### src/rtl/div_pkg.sv
// Shared types for the non-restoring divider front-end sequencer.
package div_pkg;

    localparam int W_DEFAULT = 8;

    // Sequencer states, in the order a normal transaction walks through them.
    typedef enum logic [2:0] {
        S_IDLE      = 3'd0,
        S_LOAD_A    = 3'd1,
        S_HOLD_A    = 3'd2,
        S_LOAD_Q    = 3'd3,
        S_LOAD_M    = 3'd4,
        S_WAIT_DONE = 3'd5,
        S_READ_R    = 3'd6,
        S_RESP      = 3'd7
    } seq_state_t;

    // Response status codes as seen on rsp_status.
    typedef enum logic [1:0] {
        ST_OK       = 2'b00,
        ST_DIV0     = 2'b01,
        ST_OVERFLOW = 2'b10,
        ST_TIMEOUT  = 2'b11
    } div_status_t;

endpackage

### src/rtl/div_nonrestoring_seq.sv
// Front-end sequencer for the 8-bit non-restoring divider: screens requests,
// serialises A/Q/M onto the divider byte bus, collects the two-cycle result
// burst and returns quotient/remainder/status. Every output is a register
// loaded from the decode of the state being entered.
module div_nonrestoring_seq
    import div_pkg::*;
#(
    parameter int W              = W_DEFAULT,
    parameter int TIMEOUT_CYCLES = 64
) (
    input  logic           clk,
    input  logic           rst,
    input  logic           req_valid,
    output logic           req_ready,
    input  logic [2*W-1:0] req_dividend,
    input  logic [W-1:0]   req_divisor,
    output logic           rsp_valid,
    input  logic           rsp_ready,
    output logic [W-1:0]   rsp_quotient,
    output logic [W-1:0]   rsp_remainder,
    output logic [1:0]     rsp_status,
    output logic           div_enable,
    output logic [W-1:0]   div_inbus,
    input  logic           div_done,
    input  logic [W-1:0]   div_outbus
);

    localparam int              CW       = $clog2(TIMEOUT_CYCLES + 1);
    localparam logic [CW-1:0]   CNT_LAST = CW'(TIMEOUT_CYCLES - 1);

    // State and operand/result holding registers
    seq_state_t     r_state;
    logic [W-1:0]   r_a;
    logic [W-1:0]   r_q;
    logic [W-1:0]   r_m;
    logic [W-1:0]   r_quot;
    logic [CW-1:0]  r_cnt;

    // Output registers
    logic           r_req_ready;
    logic           r_rsp_valid;
    logic [W-1:0]   r_rsp_quotient;
    logic [W-1:0]   r_rsp_remainder;
    div_status_t    r_rsp_status;
    logic           r_div_enable;
    logic [W-1:0]   r_div_inbus;

    // Next-state and next-data values
    seq_state_t     w_state_next;
    logic [W-1:0]   w_a_next;
    logic [W-1:0]   w_q_next;
    logic [W-1:0]   w_m_next;
    logic [W-1:0]   w_quot_next;
    logic [CW-1:0]  w_cnt_next;
    logic [W-1:0]   w_res_quotient;
    logic [W-1:0]   w_res_remainder;
    div_status_t    w_res_status;

    // Next values of the output registers
    logic           w_req_ready_next;
    logic           w_rsp_valid_next;
    logic [W-1:0]   w_rsp_quotient_next;
    logic [W-1:0]   w_rsp_remainder_next;
    div_status_t    w_rsp_status_next;
    logic           w_div_enable_next;
    logic [W-1:0]   w_div_inbus_next;

    logic           w_req_fire;
    logic           w_rsp_fire;

    // Handshakes are qualified by the registered ready/valid we actually drive.
    assign w_req_fire = (r_state == S_IDLE) && r_req_ready && req_valid;
    assign w_rsp_fire = (r_state == S_RESP) && r_rsp_valid && rsp_ready;

    // Next-state, operand capture, timeout counting and result selection.
    always_comb begin
        w_state_next    = r_state;
        w_a_next        = r_a;
        w_q_next        = r_q;
        w_m_next        = r_m;
        w_quot_next     = r_quot;
        w_cnt_next      = r_cnt;
        w_res_quotient  = r_rsp_quotient;
        w_res_remainder = r_rsp_remainder;
        w_res_status    = r_rsp_status;

        case (r_state)
            S_IDLE: begin
                if (w_req_fire) begin
                    w_a_next = req_dividend[2*W-1:W];
                    w_q_next = req_dividend[W-1:0];
                    w_m_next = req_divisor;
                    if (req_divisor == '0) begin
                        w_state_next    = S_RESP;
                        w_res_status    = ST_DIV0;
                        w_res_quotient  = '1;
                        w_res_remainder = req_dividend[W-1:0];
                    end else if (req_dividend[2*W-1:W] >= req_divisor) begin
                        // Quotient would not fit in W bits.
                        w_state_next    = S_RESP;
                        w_res_status    = ST_OVERFLOW;
                        w_res_quotient  = '0;
                        w_res_remainder = '0;
                    end else begin
                        w_state_next = S_LOAD_A;
                    end
                end
            end
            S_LOAD_A: w_state_next = S_HOLD_A;
            S_HOLD_A: w_state_next = S_LOAD_Q;
            S_LOAD_Q: w_state_next = S_LOAD_M;
            S_LOAD_M: begin
                w_cnt_next   = '0;
                w_state_next = S_WAIT_DONE;
            end
            S_WAIT_DONE: begin
                w_cnt_next = r_cnt + CW'(1);
                // A result strobe on the last allowed cycle still counts.
                if (div_done) begin
                    w_quot_next  = div_outbus;
                    w_state_next = S_READ_R;
                end else if (r_cnt == CNT_LAST) begin
                    w_state_next    = S_RESP;
                    w_res_status    = ST_TIMEOUT;
                    w_res_quotient  = '0;
                    w_res_remainder = '0;
                end
            end
            S_READ_R: begin
                w_state_next    = S_RESP;
                w_res_status    = ST_OK;
                w_res_quotient  = r_quot;
                w_res_remainder = div_outbus;
            end
            S_RESP: begin
                if (w_rsp_fire) begin
                    w_state_next = S_IDLE;
                end
            end
            default: w_state_next = S_IDLE;
        endcase
    end

    // Output decode for the state being entered, so outputs come straight from flops.
    always_comb begin
        w_req_ready_next     = 1'b0;
        w_rsp_valid_next     = 1'b0;
        w_rsp_quotient_next  = '0;
        w_rsp_remainder_next = '0;
        w_rsp_status_next    = ST_OK;
        w_div_enable_next    = 1'b0;
        w_div_inbus_next     = '0;

        case (w_state_next)
            S_IDLE:   w_req_ready_next = 1'b1;
            S_LOAD_A: begin
                w_div_enable_next = 1'b1;
                w_div_inbus_next  = w_a_next;
            end
            S_HOLD_A: w_div_inbus_next = w_a_next;
            S_LOAD_Q: w_div_inbus_next = w_q_next;
            S_LOAD_M: w_div_inbus_next = w_m_next;
            S_RESP: begin
                w_rsp_valid_next     = 1'b1;
                w_rsp_quotient_next  = w_res_quotient;
                w_rsp_remainder_next = w_res_remainder;
                w_rsp_status_next    = w_res_status;
            end
            default: ;
        endcase
    end

    // State, data and output registers; reset drops any transaction in flight.
    always_ff @(posedge clk) begin
        if (rst) begin
            r_state         <= S_IDLE;
            r_a             <= '0;
            r_q             <= '0;
            r_m             <= '0;
            r_quot          <= '0;
            r_cnt           <= '0;
            r_req_ready     <= 1'b0;
            r_rsp_valid     <= 1'b0;
            r_rsp_quotient  <= '0;
            r_rsp_remainder <= '0;
            r_rsp_status    <= ST_OK;
            r_div_enable    <= 1'b0;
            r_div_inbus     <= '0;
        end else begin
            r_state         <= w_state_next;
            r_a             <= w_a_next;
            r_q             <= w_q_next;
            r_m             <= w_m_next;
            r_quot          <= w_quot_next;
            r_cnt           <= w_cnt_next;
            r_req_ready     <= w_req_ready_next;
            r_rsp_valid     <= w_rsp_valid_next;
            r_rsp_quotient  <= w_rsp_quotient_next;
            r_rsp_remainder <= w_rsp_remainder_next;
            r_rsp_status    <= w_rsp_status_next;
            r_div_enable    <= w_div_enable_next;
            r_div_inbus     <= w_div_inbus_next;
        end
    end

    assign req_ready     = r_req_ready;
    assign rsp_valid     = r_rsp_valid;
    assign rsp_quotient  = r_rsp_quotient;
    assign rsp_remainder = r_rsp_remainder;
    assign rsp_status    = r_rsp_status;
    assign div_enable    = r_div_enable;
    assign div_inbus     = r_div_inbus;

endmodule

### config.mk
export PLATFORM = sky130hd
export DESIGN_NAME = div_nonrestoring_seq
export DESIGN_NICKNAME = d
export VERILOG_FILES = /design/src/rtl/div_pkg.sv /design/src/rtl/div_nonrestoring_seq.sv
export SDC_FILE = /design/constraint.sdc
export NUM_CORES = 1
export LEC_CHECK = 0
export CORE_ASPECT_RATIO = 1.25
export CORE_MARGIN = 1
export CORE_UTILIZATION = 55
export DETAILED_ROUTE_END_ITERATION = 7
export GPL_TIMING_DRIVEN = 0
export HOLD_SLACK_MARGIN = 0.02
export PLACE_DENSITY = 0.84
export REMOVE_ABC_BUFFERS = 1
export SYNTH_ARGS = -nofsm -noshare
export SYNTH_HDL_FRONTEND = slang
export SYNTH_SLANG_ARGS = --single-unit
### constraint.sdc
create_clock -name clk -period 5.25 [get_ports clk]
set_input_delay 1.575 -clock clk [delete_from_list [all_inputs] [get_ports clk]]
set_output_delay 1.575 -clock clk [all_outputs]
set_load 0.01 [all_outputs]
# Word level (Yosys, flattened, before mapping)
# Index checks and enable logic that the tools add are counted.
dict set report word_totals {
  regBits 71
  word_cells 79
}
dict set report classes {
  add_sub_neg 1
  magnitude_cmp 1
  eq_ne 17
  muxes 33
  n_bitwise 1
  n_reduce_logical 13
}
# op n
set ops {}
lappend ops {{$mux 8} 13}
lappend ops {{$pmux 8 s3} 3}
lappend ops {{$pmux 3 s8} 1}
lappend ops {{$eq 3x3->1 const B} 6}
lappend ops {{$mux 3} 6}
lappend ops {{$pmux 7 s2} 1}
lappend ops {{$eq 3x2->1 const B} 4}
lappend ops {{$mux 2} 5}
lappend ops {{$ge 8x8->1} 1}
lappend ops {{$logic_not 8->1} 1}
lappend ops {{$add 7x1->7 const B} 1}
lappend ops {{$eq 7x6->1 const B} 1}
lappend ops {{$eq 3x1->1 const B} 2}
lappend ops {{$logic_not 3->1} 2}
lappend ops {{$ne 2x2->1 const B} 3}
lappend ops {{$pmux 2 s3} 1}
lappend ops {{$reduce_and 5->1} 1}
lappend ops {{$logic_and 1x1->1} 4}
lappend ops {{$reduce_or 2->1} 2}
lappend ops {{$mux 1} 3}
lappend ops {{$ne 3x1->1 const B} 1}
lappend ops {{$reduce_bool 3->1} 1}
lappend ops {{$reduce_and 2->1} 1}
lappend ops {{$reduce_bool 2->1} 1}
lappend ops {{$not 1->1} 1}

# Longest topological paths before layout
dict set report logic_depth {
  word_depth 8
  ltp_mapped 9
  mapped_depth_nobuf 8
}

# Worst setup path after synthesis
# OpenSTA, ideal clock, no wires.
dict set report synth_timing {
  kind {input port to flip-flop}
  start {input port req_dividend[8]}
  end {register r_rsp_quotient[1] (netlist: rsp_quotient[1])}
  arrival_time_ns 3.144
  required_ns 5.121
  setup_slack_ns 1.977
  path_stages 9
  path_buffers 1
  cell_sequence {inv_1 > ha_1 > nand2b_1 > a2111o_1 > a211oi_2 > o21ai_4 > nand3_4 > buf_6 > a211oi_2}
}
dict set report synth_via {
  elab_chain_cells 8
  elab_cells_between_ends 10
  cone_classes {1 x order compare; 2 x eq/ne; 4 x mux; 1 x bitwise; 2 x reduce/logical}
}
# item line
set synth_rtl {}
lappend synth_rtl {{start: declaration} div_nonrestoring_seq.sv:15} ;# input logic [2*W-1:0] req_dividend,
lappend synth_rtl {{$ge 8x8->1 *} div_nonrestoring_seq.sv:98} ;# end else if (req_dividend[2*W-1:W] >= req_divisor) begin
lappend synth_rtl {{$mux 3} div_nonrestoring_seq.sv:98}
lappend synth_rtl {{$mux 3} div_nonrestoring_seq.sv:93} ;# if (req_divisor == '0) begin
lappend synth_rtl {{$mux 3} div_nonrestoring_seq.sv:89} ;# if (w_req_fire) begin
lappend synth_rtl {{$pmux 3 s8} div_nonrestoring_seq.sv:87} ;# case (r_state)
lappend synth_rtl {{$eq 3x3->1} div_nonrestoring_seq.sv:154} ;# case (w_state_next)
lappend synth_rtl {{$not 1->1 (no source line)} -}
lappend synth_rtl {{$reduce_or 2->1 (no source line)} -}
lappend synth_rtl {{end signal: assignment} div_nonrestoring_seq.sv:198} ;# r_rsp_quotient <= w_rsp_quotient_next;
lappend synth_rtl {{end: declaration} div_nonrestoring_seq.sv:42} ;# logic [W-1:0] r_rsp_quotient;
# Every way passes the cells marked *; elsewhere a longest branch is shown, timed or not.
# A chain may end at the register's enable or synchronous reset.

# Final worst setup path
dict set report layout_timing {
  start {input port req_valid}
  end {register r_rsp_status[1] (netlist: rsp_status[1])}
}
dict set report layout_via {
  elab_chain_cells 6
  elab_cells_between_ends 8
  cone_classes {2 x eq/ne; 2 x mux; 1 x bitwise; 3 x reduce/logical}
}
# item line
set layout_rtl {}
lappend layout_rtl {{start: declaration} div_nonrestoring_seq.sv:13} ;# input logic req_valid,
lappend layout_rtl {{$logic_and 1x1->1 *} div_nonrestoring_seq.sv:72} ;# assign w_req_fire = (r_state == S_IDLE) && r_req_ready && req_valid;
lappend layout_rtl {{$mux 3} div_nonrestoring_seq.sv:89}
lappend layout_rtl {{$pmux 3 s8} div_nonrestoring_seq.sv:87}
lappend layout_rtl {{$eq 3x3->1} div_nonrestoring_seq.sv:154}
lappend layout_rtl {{$not 1->1 (no source line)} -}
lappend layout_rtl {{$reduce_or 2->1 (no source line)} -}
lappend layout_rtl {{end signal: assignment} div_nonrestoring_seq.sv:200} ;# r_rsp_status <= w_rsp_status_next;
lappend layout_rtl {{end: declaration} div_nonrestoring_seq.sv:44} ;# div_status_t r_rsp_status;
# Marks and branches as above.

==> impl_metrics.yaml <==
clock_tree:
  htreeDepth: 3
  cts_root_buffer: "clkbuf_8"
  numClockSinks: 71
  postCtsSetupBuffers: 0
  clock_latency_ns: 0.35
  clock_tree.buffer_depth: 2
  ctsResizeCount: 0
  cts_buffers: 9
  hold_buffers: 0
  tritoncts: "built"
  clk_pin_slew_ns: 0.08
routing:
  first_pass_iters: 7
  top_layer_used: "met4"
  wl_met2_um: 3910
  vias: 2916
  post-route-drc-count: 0
  wl_per_cell_um: 15.3
  ant_nets: 0
  viasPerCell: 5.76
  drt_wl_total_um: 7750
  met1_length_um: 3210
  dr_wl_met3_um: 466
  drtIter0Drc: 305
pwr:
  combPwrFrac_pct: 22.4
  power.internal_uw: 1060
  leakagePower_uw: 0.00136
  swShare_pct: 30.6
  power_switching_uw: 468
  p_per_area_nw_per_um2: 379
  pwr-share-clk_pct: 35.7
  pwr-share-seq_pct: 41.9
  vdd_drop_max_mv: 0.247
grt:
  overflow: 0
  grt_max_degree: 45
  grtUsageTotal_pct: 25.8
  grt_pass1_wl_um: 12400
  grt_pass1_vias: 2767
  antenna_found_initial: 0
setup_path:
  r2r_setup_slack_ns: 1.63
  cp_max_fo: 34
  crit_family: "compound AO/OA/AOI/OAI gates"
  crit_path_start: "req_valid"
  worst_setup_path_start_kind: "primary input"
  end_kind: "flip-flop"
  crit_chain: "clkdlybuf4s50_1 > nand2_1 > nor2_2 > o21ai_1 > a21oi_4 > mux2i_1 > nor2_1"
  cpMaxStageDelayCell: "a21oi_4"
  crit_required_ns: 5.47
  worstPathArrival_ns: 4.44
  max_stage_delay_ns: 0.88
  critPathKind: "primary input to flip-flop"
  worst-path-buf-inv: 1
  rr_startpoint: "r_state[0]"
  r2r_end: "rsp_status[1]"
  r2r.worst_path.cells: 6
sta:
  setup_violations: 0
  grt_setup_unrepaired: "no"
  tns_ns: 0
  final-hold-violation-count: 0
  fin_crit_sh_pct: 80.2
  worstMarginPinSlew_ns: 1.04
  max_slew_margin_pct: 30.6
  drv_slew: 0
  clock_skew_ns: 0.00893
  max_freq_mhz: 237
  min_period_ns: 4.21
placement:
  place_area_um2: 3780
  place_hpwl_um: 5180
  numPortBuffers: 65
  gp_congestion: 0.804
finish:
  area_growth_syn_to_layout_pct: 27.3
  finalCoreUtilization_pct: 73.7
  multi_input_area_um2: 1590
  layout_commonest_cell: "nand2_1"
  drive_gt1_share_pct: 8.60
  fin_nets: 483
  stdcell_area_um2: 4040
  regArea_um2: 1420
  fillerInstances: 431
  diodes: 0
  final_cell_mix: "89 x nand2_1, 71 x dfxtp_1, 64 x clkdlybuf4s50_1, 52 x a21oi_1, 37 x nor2_1"
synth:
  synth_area_um2: 3170
  synthCells: 385
  avgSynthCellArea_um2: 8.24
  synth_seq_cells: 71
  synth.distinct_cells: 46
  yosys_warnings: 0
  yosysSeqAreaShare_pct: 44.8
hold_path:
  holdPathStages: 2
  min_to: "r_q[5]"
  min_path_type: "flip-flop to flip-flop"
  hp-start: "r_q[5]"
floorplanning:
  rows: 30
  die-area_um2: 6070
  die_w_um: 69.9
  io_pins: 66
  start_util_pct: 57.9
  die_h_um: 86.9
  coreArea_um2: 5480
job:
  max-cap-violations: 0
outcome:
  status: "completed"
-- area by class of cell --
class	count	share of cell area (%)
clock buffers	10	3.41
clock inverters	6	2.88
inverters	11	1.02
multi-input cells	279	39.5
flip-flops and latches	71	35.2
well taps	64	1.98
repair buffers	65	16.0
-- through the flow --
step                hold slack, ns  power, uW  std cells  setup slack, ns
detailed placement           0.450        989        490            0.702
finish                       0.462       1530        506             1.04
global placement             0.442        978        490            0.761
global route                 0.469       1590        506            0.782
CTS                          0.461       1530        506             1.06
floorplan                    0.429        862        361             1.76
-- registers in the layout (all words and copies together) (netlist names) --
register and cells:
rsp_remainder 8, r_state 3, rsp_valid 1, rsp_status 2, r_cnt 7, r_quot 8
div_inbus 8, div_enable 1, rsp_quotient 8, r_a 8, r_m 8, req_ready 1
r_q 8
-- synth_stat cells, drive strengths merged --
cell	n	area share, %
buf	14	2.4
ha	9	3.6
nand4b	1	0.28
and2	2	0.39
and3	3	0.59
or3	3	0.75
mux2	1	0.36
nand2	89	11
nand3b	2	0.47
and3b	1	0.28
a21boi	1	0.24
nand4	1	0.20
a22o	1	0.28
nor3	3	0.47
or2	1	0.20
a211oi	17	6.1
clkbuf	10	1.2
a22oi	8	1.9
a31oi	1	0.20
a2111o	1	0.36
nor2	38	4.6
dfxtp	71	45
a21o	3	0.71
o31ai	1	0.24
o21ai	15	2.7
o21a	1	0.24
nor2b	2	0.39
nand2b	2	0.39
a311oi	1	0.28
nor4	3	0.59
inv	11	1.3
a21oi	53	8.7
nand3	5	1.2
or3b	1	0.28
mux2i	9	2.8
-- power groups by stage --
stage	logic, uW	registers (uW)	clock network, uW
global route	375	648	572
CTS	342	638	550
detailed placement	339	650	0
global placement	329	649	0
floorplan	220	642	0
finish	343	641	545
-- tightest hold or removal path, delay by kind of cell, from the launching register on --
family | cells | cell delay, ns
AO/OA/AOI/OAI | 1 | 0.05
flip-flops | 1 | 0.32
AND/OR/NAND/NOR | 1 | 0.05
-- worst max-delay path by stage --
stage | end | slack (ns) | depth (start not counted)
finish | rsp_status[1] | 1.04 | 7
global route | rsp_remainder[0] | 0.78 | 7
CTS | rsp_status[1] | 1.06 | 7
detailed placement | rsp_status[1] | 0.70 | 7
global placement | rsp_status[1] | 0.76 | 7
floorplan | rsp_status[1] | 1.76 | 6
-- cell families after synthesis --
| group | synth area share, % |
|---|---|
| simple gates | 21.6 |
| buf+inv | 4.89 |
| flops | 44.8 |
| fa+ha+maj | 3.55 |
| compound gates | 21.9 |
| mux | 3.20 |
-- metal layers --
| metal | vias to the layer above | track usage, % |
|---|---|---|
| li1 | 1427 | - |
| met3 | 16 | 5.32 |
| met5 | - | 0 |
| met4 | 0 | 14.7 |
| met1 | 1368 | 29.9 |
| met2 | 105 | 44.4 |
Power figures use the tool's default switching activity.
